===== src/rtl/impulse_accumulator.sv =====
// impulse_accumulator: per-frame signed multiply-accumulate of impulse taps against delayed samples.
// Ports: clk, reset (sync, active-high); adc_clock frame strobe (asynchronous, synchronised here);
//   num_taps, impulse_valid/impulse_word, sample_valid/sample_data in; tap_ready, data_out, data_valid, overrun out.
module impulse_accumulator #(
  parameter int MAX_TAPS = 500
) (
  input  logic        clk,
  input  logic        reset,
  input  logic        adc_clock,
  input  logic [10:0] num_taps,
  input  logic        impulse_valid,
  input  logic [15:0] impulse_word,
  input  logic        sample_valid,
  input  logic [15:0] sample_data,
  output logic        tap_ready,
  output logic [15:0] data_out,
  output logic        data_valid,
  output logic        overrun
);

  typedef enum logic [2:0] {IDLE, WAIT_TAP, WAIT_SAMPLE, MAC, DONE} state_t;

  localparam logic [10:0] MaxTaps = 11'(MAX_TAPS);

  state_t             state_q;
  logic               sync1_q, sync2_q, sync3_q;
  logic               restart_q;
  logic signed [31:0] acc_q;
  logic [10:0]        tap_cnt_q;
  logic [10:0]        taps_q;
  logic               neg_q;
  logic [7:0]         mult_q;
  logic [15:0]        sample_q;
  logic [15:0]        data_out_q;
  logic               data_valid_q;
  logic               overrun_q;

  logic               frame_edge;
  logic               mid_frame;
  logic               start_frame;
  logic               abort_frame;
  logic [10:0]        taps_clamped;
  logic signed [24:0] prod_full;
  logic signed [23:0] prod_mag;
  logic signed [23:0] prod;
  logic signed [32:0] sum_wide;
  logic signed [31:0] acc_d;
  logic signed [31:0] acc_shift;
  logic [15:0]        conv_out;

  // Offset fields of the impulse word belong to the delay line, not this block.
  logic unused_offsets;
  assign unused_offsets = ^impulse_word[15:9];

  always_comb begin
    frame_edge   = sync2_q & ~sync3_q;
    mid_frame    = (state_q == WAIT_TAP) || (state_q == WAIT_SAMPLE) || (state_q == MAC);
    // A queued restart (after an aborted frame) behaves exactly like a fresh edge.
    start_frame  = restart_q || (frame_edge && !mid_frame);
    abort_frame  = frame_edge && mid_frame;
    taps_clamped = (num_taps > MaxTaps) ? MaxTaps : num_taps;

    // Low 25 bits of the product are the same for signed and unsigned multiply, and
    // |sample * mult| <= 32768*255 fits in 24 signed bits, so truncation is exact.
    prod_full = $signed({{9{sample_q[15]}}, sample_q}) * $signed({17'd0, mult_q});
    prod_mag  = prod_full[23:0];
    prod      = neg_q ? -prod_mag : prod_mag;

    sum_wide = {{9{prod[23]}}, prod} + {acc_q[31], acc_q};
    if (sum_wide[32] != sum_wide[31]) begin
      acc_d = sum_wide[32] ? 32'sh8000_0000 : 32'sh7FFF_FFFF;
    end else begin
      acc_d = sum_wide[31:0];
    end

    acc_shift = acc_q >>> 8;
    if (acc_shift > 32'sd32767) begin
      conv_out = 16'h7FFF;
    end else if (acc_shift < -32'sd32768) begin
      conv_out = 16'h8000;
    end else begin
      conv_out = acc_shift[15:0];
    end
  end

  always_ff @(posedge clk) begin
    if (reset) begin
      state_q      <= IDLE;
      sync1_q      <= 1'b0;
      sync2_q      <= 1'b0;
      sync3_q      <= 1'b0;
      restart_q    <= 1'b0;
      acc_q        <= '0;
      tap_cnt_q    <= '0;
      taps_q       <= '0;
      neg_q        <= 1'b0;
      mult_q       <= '0;
      sample_q     <= '0;
      data_out_q   <= '0;
      data_valid_q <= 1'b0;
      overrun_q    <= 1'b0;
    end else begin
      sync1_q      <= adc_clock;
      sync2_q      <= sync1_q;
      sync3_q      <= sync2_q;
      data_valid_q <= 1'b0;
      restart_q    <= 1'b0;

      if (abort_frame) begin
        // Flush the partial sum now; the new frame is latched on the following cycle.
        data_out_q   <= conv_out;
        data_valid_q <= 1'b1;
        overrun_q    <= 1'b1;
        restart_q    <= 1'b1;
        state_q      <= IDLE;
      end else if (start_frame) begin
        // An edge landing on DONE still delivers the finished frame's result.
        if (state_q == DONE) begin
          data_out_q   <= conv_out;
          data_valid_q <= 1'b1;
        end
        acc_q     <= '0;
        tap_cnt_q <= '0;
        taps_q    <= taps_clamped;
        state_q   <= (taps_clamped == 11'd0) ? DONE : WAIT_TAP;
      end else begin
        case (state_q)
          WAIT_TAP: begin
            if (impulse_valid) begin
              neg_q   <= impulse_word[8];
              mult_q  <= impulse_word[7:0];
              state_q <= WAIT_SAMPLE;
            end
          end
          WAIT_SAMPLE: begin
            if (sample_valid) begin
              sample_q <= sample_data;
              state_q  <= MAC;
            end
          end
          MAC: begin
            acc_q     <= acc_d;
            tap_cnt_q <= tap_cnt_q + 11'd1;
            state_q   <= ((tap_cnt_q + 11'd1) == taps_q) ? DONE : WAIT_TAP;
          end
          DONE: begin
            data_out_q   <= conv_out;
            data_valid_q <= 1'b1;
            state_q      <= IDLE;
          end
          default: state_q <= IDLE;
        endcase
      end
    end
  end

  assign tap_ready  = (state_q == WAIT_TAP) || (state_q == WAIT_SAMPLE);
  assign data_out   = data_out_q;
  assign data_valid = data_valid_q;
  assign overrun    = overrun_q;

endmodule


===== config.mk =====
export PLATFORM = sky130hd
export DESIGN_NAME = impulse_accumulator
export DESIGN_NICKNAME = d
export VERILOG_FILES = /design/src/rtl/impulse_accumulator.sv
export SDC_FILE = /design/constraint.sdc
export NUM_CORES = 1
export LEC_CHECK = 0
export ABC_AREA = 0
export BUFFER_PORTS_ARGS = -buffer_cell sky130_fd_sc_hd__buf_2
export CORE_MARGIN = 2
export CORE_UTILIZATION = 35
export CTS_CLUSTER_DIAMETER = 150
export CTS_CLUSTER_SIZE = 20
export DETAILED_ROUTE_END_ITERATION = 8
export SLEW_MARGIN = 5
export SYNTH_ARGS = -nofsm -noshare
export SYNTH_HDL_FRONTEND = slang
export SYNTH_SLANG_ARGS = --single-unit

===== constraint.sdc =====
create_clock -name clk -period 9.95 [get_ports clk]
set_input_delay 0.4975 -clock clk [delete_from_list [all_inputs] [get_ports clk]]
set_output_delay 0.4975 -clock clk [all_outputs]
set_load 0.1 [all_outputs]

==> results.sh, run 1 <==
export IMPL_htreeDepth=3
export IMPL_hold_path_end="sync1_q$_SDFF_PP0_"
export IMPL_synth_sequential_area_ratio=0.190
export IMPL_dp_hpwl_um=19900
export IMPL_power_internal_uw=638
export IMPL_routability_cong=0.891
export IMPL_synth_fp_nets=1627
export IMPL_initial_utilization=0.357
export IMPL_worstHoldStart="adc_clock"
export IMPL_setup_worst_path_class="reg -> reg"
export IMPL_cts_hold_bufs=0
export IMPL_rr_worst_depth=31
export IMPL_fmaxAchievable_mhz=118
export IMPL_hp_class="in -> reg"
export IMPL_cellPowerDensity_nw_per_um2=72.3
export IMPL_synth_yosys_warnings=0
export IMPL_synth_edf_count=0
export IMPL_route_vias_total=8989
export IMPL_endpoint_kind="flip-flop"
export IMPL_post_synth_fa_ha_maj_area_fraction=0.278
export IMPL_wl_per_cell_um=13.9
export IMPL_leakagePower_nw=5.45
export IMPL_timing_critical_path_from_type="flip-flop"
export IMPL_drv_max_cap_violation_count=0
export IMPL_first_global_vias=8727
export IMPL_timing_max_slew_rel_slack=0.228
export IMPL_synth_area_um2=11000
export IMPL_synth_xor_area_share=0.0718
export IMPL_remaining_drc_errors=0
export IMPL_ir_drop_uv=76.8
export IMPL_largest_family_of_logic_cells_by_synthesized_area="adder cells"
export IMPL_max_slew_worst_pin_slew_ps=1160
export IMPL_first_pass_grt_wire_length_um=42800
export IMPL_final_antenna_net_count=0
export IMPL_highest_signal_layer="met4"
export IMPL_power_combinational_fraction=0.058
export IMPL_synth_compound_area_frac=0.146
export IMPL_number_of_hold_violations_in_the_final_report=0
export IMPL_cts_reportedPaths_clkPinSlew_ps=80
export IMPL_worst_endpoint_required_ps=10220
export IMPL_finalMaxSlewViolations=0
export IMPL_via_per_inst=4.97
export IMPL_finalCoreUtilization=0.386
export IMPL_tritoncts="built"
export IMPL_fin_worst_skew_ps=17.1
export IMPL_timing_hold_worst_path_depth=2
export IMPL_chipWidth_um=181
export IMPL_route_met3_wl_um=836
export IMPL_min_cycle_time_layout_ps=8490
export IMPL_floorplan_die_height_um=181
export IMPL_num_nets_final=1640
export IMPL_die_area_um2=32800
export IMPL_number_of_iterations_in_the_first_detailed_routing_pass=5
export IMPL_clock_insertion_delay_worst_skew_ps=370
export IMPL_std_cell_rows=64
export IMPL_clock_root_buffer="sky130_fd_sc_hd__clkbuf_16"
export IMPL_cts_buffers_inserted=9
export IMPL_final_setup_worst_slack_ps=1460
export IMPL_total_switching_power_uw=221
export IMPL_setup_violations=0
export IMPL_share_clk_of_total_power=0.444
export IMPL_grtUsageTotal=0.157
export IMPL_critPathArrivalTime_ps=8760
export IMPL_critPathSlowestCell="sky130_fd_sc_hd__dfxtp_1"
export IMPL_setup_tns_final_ps=0
export IMPL_portBuffers=59
export IMPL_grt_antenna_before_repair=0
export IMPL_ys_seq_elements=104
export IMPL_clock_sinks=104
export IMPL_layout_area_overhead_vs_synth_pct=8.26
export IMPL_setup_repair_after_global_routing_missed_its_margin="false"
export IMPL_synthFlopType="sky130_fd_sc_hd__dfxtp_1"
export IMPL_post_synth_and_or_nand_nor_area_fraction=0.225
export IMPL_multiplexer_area_fraction_after_synthesis=0.00912
export IMPL_number_of_resized_instances_in_the_post_cts_repair_step=0
export IMPL_postSynthCellCount=1396
export IMPL_fin_crit_sh=0.853
export IMPL_post_route_cells_drive_above_1_share=0.0707
export IMPL_regToRegSetupSlack_ps=1460
export IMPL_seq_power_share=0.498
export IMPL_totalWireLength_um=25100
export IMPL_numPlacedInstances=1794
export IMPL_global_route_overflow_total=0
export IMPL_reg2reg_to="acc_q[2]$_SDFFE_PP0P_"
export IMPL_critPathMaxStageDelay_ps=810
export IMPL_maximum_number_of_pins_on_one_net_before_global_route_repair=65
export IMPL_hold_worst_slack_ps=350
export IMPL_num_antenna_cells=0
export IMPL_status="finished, final reports clean"
export IMPL_dr_first_iter_drc_count=512
export IMPL_power_share_switching=0.257
export IMPL_cp_common_cell="sky130_fd_sc_hd__fa_1"
export IMPL_final_cell_count_no_fill=1810
export IMPL_post_cts_repair_setup_buffers=0
export IMPL_syn_avg_cell_area_um2=7.86
export IMPL_cts_buffer_depth=2
export IMPL_ys_types=68
export IMPL_timing_rr_start="mult_q[1]$_SDFFE_PP0P_"
export IMPL_route_layer_met1_wl_um=12800
export IMPL_dp_slack_ps=1510
export IMPL_cp_max_fo=17
export IMPL_synth_async_reset_ratio=0
export IMPL_io_pins=67
export IMPL_route_met2_wl_um=11100
export IMPL_placeableCoreArea_um2=30700
power by group through the flow:
stage,Clock [mW],Combinational [mW],Sequential (mW)
after floorplan,0,0.0341,0.433
final,0.382,0.0495,0.428
after global placement,0,0.0490,0.438
after CTS,0.393,0.0497,0.428
after detailed placement,0,0.0495,0.438
after global routing,0.411,0.0550,0.429
layout make-up:
cell class | count | area, µm²
tap | 396 | 495
sequential | 104 | 2080
multi-input combinational | 1060 | 8010
clock buffer | 9 | 225
inverter | 167 | 627
fill | 3266 | 18900
clock inverter | 7 | 87.6
timing repair buffer | 67 | 355
worst max path at each step:
stage | from | end | slack, ps | depth (start not counted)
4_1_cts | mult_q[1]$_SDFFE_PP0P_ | acc_q[10]$_SDFFE_PP0P_ | 1480 | 31
2_1_floorplan | mult_q[2]$_SDFFE_PP0P_ | acc_q[11]$_SDFFE_PP0P_ | 1940 | 35
3_3_place_gp | mult_q[1]$_SDFFE_PP0P_ | acc_q[2]$_SDFFE_PP0P_ | 1600 | 31
5_1_grt | mult_q[1]$_SDFFE_PP0P_ | acc_q[10]$_SDFFE_PP0P_ | 690 | 31
3_5_place_dp | mult_q[1]$_SDFFE_PP0P_ | acc_q[10]$_SDFFE_PP0P_ | 1510 | 31
6_report | mult_q[1]$_SDFFE_PP0P_ | acc_q[2]$_SDFFE_PP0P_ | 1460 | 31
metal layers:
layer	vias to the layer above	track usage
met3	26	0.0236
li1	4587	-
met5	-	0
met2	138	0.249
met4	0	0.0354
met1	4238	0.226
metrics by stage:
stage	area (µm²)	power, mW
floorplan	11000	0.467
global placement	11600	0.487
detailed placement	11600	0.487
CTS	11900	0.871
global route	11900	0.895
finish	11900	0.859
cell usage in the layout, fill, tap and decap left out, types with 6 or more instances in the layout:
cell                          n
sky130_fd_sc_hd__o21ai_0     58
sky130_fd_sc_hd__and3_1      14
sky130_fd_sc_hd__mux2i_1     10
sky130_fd_sc_hd__nor4_1       8
sky130_fd_sc_hd__buf_2       59
sky130_fd_sc_hd__fa_1       101
sky130_fd_sc_hd__or3_1        6
sky130_fd_sc_hd__buf_4        8
sky130_fd_sc_hd__nor3_1      28
sky130_fd_sc_hd__nand4_1      8
sky130_fd_sc_hd__a211oi_1     8
sky130_fd_sc_hd__a21o_1      19
sky130_fd_sc_hd__clkbuf_16    9
sky130_fd_sc_hd__nand3b_1     8
sky130_fd_sc_hd__a21oi_1     83
sky130_fd_sc_hd__xnor2_1     66
sky130_fd_sc_hd__and2_1      68
sky130_fd_sc_hd__o21ai_1     25
sky130_fd_sc_hd__a22oi_1      6
sky130_fd_sc_hd__xor2_1      24
sky130_fd_sc_hd__nor2b_1     18
sky130_fd_sc_hd__nand2_1    197
sky130_fd_sc_hd__dfxtp_1    104
sky130_fd_sc_hd__nand2b_1     8
sky130_fd_sc_hd__inv_1      167
sky130_fd_sc_hd__ha_1        82
sky130_fd_sc_hd__o21bai_1    10
sky130_fd_sc_hd__nor2_1     110
sky130_fd_sc_hd__nand3_1     27
cells by family after synthesis:
logic type               after synthesis
AO/OA/AOI/OAI                        259
multiplexers                          10
AND/OR/NAND/NOR                      518
adder cells (fa/ha/maj)              183
flip-flops                           104
buffers and inverters                232
XOR/XNOR                              90
sequential cells by signal, indices dropped and copies added (netlist names):
| signal | count |
|---|---|
| acc_q | 32 |
| data_out | 16 |
| data_valid | 1 |
| mult_q | 8 |
| neg_q | 1 |
| overrun | 1 |
| restart_q | 1 |
| sample_q | 16 |
| state_q | 3 |
| sync1_q | 1 |
| sync2_q | 1 |
| sync3_q | 1 |
| tap_cnt_q | 11 |
| taps_q | 11 |
cell usage after synthesis (all sizes together), types with 6 or more instances:
master  count  share of area
xnor2      66          0.053
fa        101           0.18
o21ai      83          0.038
nor2      110          0.038
a21o       19          0.013
nor4        8         0.0046
nor2b      18          0.010
nand2b      8         0.0046
dfxtp     104           0.19
and2       68          0.039
nor3       28          0.013
a22oi       6         0.0041
nand4       8         0.0046
clkbuf     55          0.019
buf        10         0.0050
a211oi      9         0.0066
inv       167          0.057
or3         6         0.0034
a31o        6         0.0048
nand3b      8         0.0055
nand2     197          0.067
ha         82          0.094
a21oi      83          0.038
o21bai     10         0.0068
and3       14         0.0080
mux2i      10         0.0091
nand3      27          0.012
xor2       24          0.019
worst max-delay path: cells and delay by family, from the launching register on:
family | cells | cell delay, ps
XOR/XNOR | 2 | 370
AND/OR/NAND/NOR | 7 | 1580
flip-flops | 1 | 810
adder cells (fa/ha/maj) | 6 | 2760
AO/OA/AOI/OAI | 11 | 2280
buffers and inverters | 5 | 570
Power figures use the tool's default switching activity.
==> inputs of run 2 (changes only) <==
--- a/config.mk
+++ b/config.mk
@@ -7,7 +7,7 @@
 export LEC_CHECK = 0
 export ABC_AREA = 0
 export BUFFER_PORTS_ARGS = -buffer_cell sky130_fd_sc_hd__buf_2
-export CORE_MARGIN = 2
+export CORE_MARGIN = 8
 export CORE_UTILIZATION = 35
 export CTS_CLUSTER_DIAMETER = 150
 export CTS_CLUSTER_SIZE = 20
==> results.sh, run 2 (synthesis gave the netlist of run 1 again) <==
export IMPL_fin_crit_sh=0.879
export IMPL_hp_class="in -> reg"
export IMPL_cts_reportedPaths_clkPinSlew_ps=80
export IMPL_critPathSlowestCell="sky130_fd_sc_hd__dfxtp_1"
export IMPL_clock_insertion_delay_worst_skew_ps=370
export IMPL_timing_max_slew_rel_slack=0.227
export IMPL_min_cycle_time_layout_ps=8750
export IMPL_timing_rr_start="mult_q[5]$_SDFFE_PP0P_"
export IMPL_number_of_resized_instances_in_the_post_cts_repair_step=0
export IMPL_setup_worst_path_class="reg -> reg"
export IMPL_cellPowerDensity_nw_per_um2=72.5
export IMPL_hold_worst_slack_ps=361
export IMPL_dp_hpwl_um=20200
export IMPL_placeableCoreArea_um2=31200
export IMPL_setup_violations=0
export IMPL_wl_per_cell_um=14.1
export IMPL_number_of_hold_violations_in_the_final_report=0
export IMPL_worst_endpoint_required_ps=10210
export IMPL_route_met2_wl_um=11200
export IMPL_cts_buffers_inserted=9
export IMPL_setup_tns_final_ps=0
export IMPL_first_pass_grt_wire_length_um=43200
export IMPL_post_cts_repair_setup_buffers=0
export IMPL_mostFrequentLayoutCell="sky130_fd_sc_hd__nand2_1"
export IMPL_nFillCells=3253
export IMPL_routability_cong=0.916
export IMPL_ir_drop_uv=74.3
export IMPL_layout_common_cells="197 x sky130_fd_sc_hd__nand2_1, 167 x sky130_fd_sc_hd__inv_1, 110 x sky130_fd_sc_hd__nor2_1"
export IMPL_finalMaxSlewViolations=0
export IMPL_via_per_inst=4.98
export IMPL_std_cell_rows=65
export IMPL_die_area_um2=37300
export IMPL_route_vias_total=9023
export IMPL_htreeDepth=3
export IMPL_cp_common_cell="sky130_fd_sc_hd__fa_1"
export IMPL_largest_register_ffs=32
export IMPL_tritoncts="built"
export IMPL_global_route_overflow_total=0
export IMPL_highest_signal_layer="met4"
export IMPL_initial_utilization=0.351
export IMPL_max_slew_worst_pin_slew_ps=1160
export IMPL_route_layer_met1_wl_um=13100
export IMPL_worstHoldStart="adc_clock"
export IMPL_critical_path_top_delay_family="compound AO/OA/AOI/OAI gates"
export IMPL_post_route_cells_drive_above_1_share=0.0687
export IMPL_post_dp_cell_area_um2=11600
export IMPL_cts_hold_bufs=0
export IMPL_critPathArrivalTime_ps=9010
export IMPL_floorplan_die_height_um=193
export IMPL_dr_first_iter_drc_count=486
export IMPL_area_sequential_um2=2080
export IMPL_cp_max_fo=18
export IMPL_num_antenna_cells=0
export IMPL_drv_max_cap_violation_count=0
export IMPL_fmaxAchievable_mhz=114
export IMPL_clock_sinks=104
export IMPL_first_global_vias=8915
export IMPL_post_route_cell_area_um2=11900
export IMPL_leakagePower_nw=5.44
export IMPL_critical_path_n_buffers_inverters=5
export IMPL_grt_antenna_before_repair=0
export IMPL_route_met3_wl_um=968
export IMPL_totalWireLength_um=25500
export IMPL_timing_critical_path_from_type="flip-flop"
export IMPL_layout_area_overhead_vs_synth_pct=8.23
export IMPL_remaining_drc_errors=0
export IMPL_io_pins=67
export IMPL_final_antenna_net_count=0
export IMPL_clock_root_buffer="sky130_fd_sc_hd__clkbuf_16"
export IMPL_num_nets_final=1637
export IMPL_critPathMaxStageDelay_ps=700
export IMPL_fin_worst_skew_ps=16.7
export IMPL_maximum_number_of_pins_on_one_net_before_global_route_repair=65
export IMPL_cts_buffer_depth=2
export IMPL_setup_repair_after_global_routing_missed_its_margin="false"
export IMPL_endpoint_kind="flip-flop"
export IMPL_grtUsageTotal=0.140
export IMPL_chipWidth_um=193
export IMPL_max_flop_register="acc_q"
export IMPL_number_of_iterations_in_the_first_detailed_routing_pass=5
export IMPL_multi_input_comb_area_um2=8010
export IMPL_status="finished, final reports clean"
export IMPL_critPathLaunch="mult_q[5]$_SDFFE_PP0P_"
export IMPL_totalPowerFinal_uw=861
export IMPL_portBuffers=59
## run 2: worst paths after layout
kind / to / slack, ps / cells after the start
hold / removal: sync1_q$_SDFF_PP0_ / 360 / 2
hold reg to reg: data_out[8]$_SDFFE_PP0P_ / 450 / 2
setup / recovery: acc_q[2]$_SDFFE_PP0P_ / 1200 / 32
setup reg to reg: acc_q[2]$_SDFFE_PP0P_ / 1200 / 32
## run 2: through the flow
step	util	std cells	worst slack, ps
final	0.380	1813	1200
after global routing	0.380	1813	455
after CTS	0.380	1813	1210
after detailed placement	0.370	1797	1240
after global placement	0.370	1797	1340
after floorplan	-	1396	1940
## run 2: layout make-up
type | instances | share of cell area
clock buffer | 9 | 0.0190
clock inverter | 7 | 0.00738
inverter | 167 | 0.0528
multi-input combinational | 1060 | 0.674
sequential | 104 | 0.175
tap | 402 | 0.0424
timing repair buffer | 64 | 0.0291
## run 2: per-layer routing
metal	track usage	vias to the layer above
met1	0.194	4260
met4	0.0284	0
met2	0.230	161
li1	-	4581
met3	0.0200	21
met5	0	-
## run 2: report_power, final
group	switching [mW]	total, mW	internal, mW	leakage, nW
logic	0.0319	0.0492	0.0173	4.44
clock network	0.182	0.383	0.201	0.154
registers	0.00802	0.428	0.420	0.839
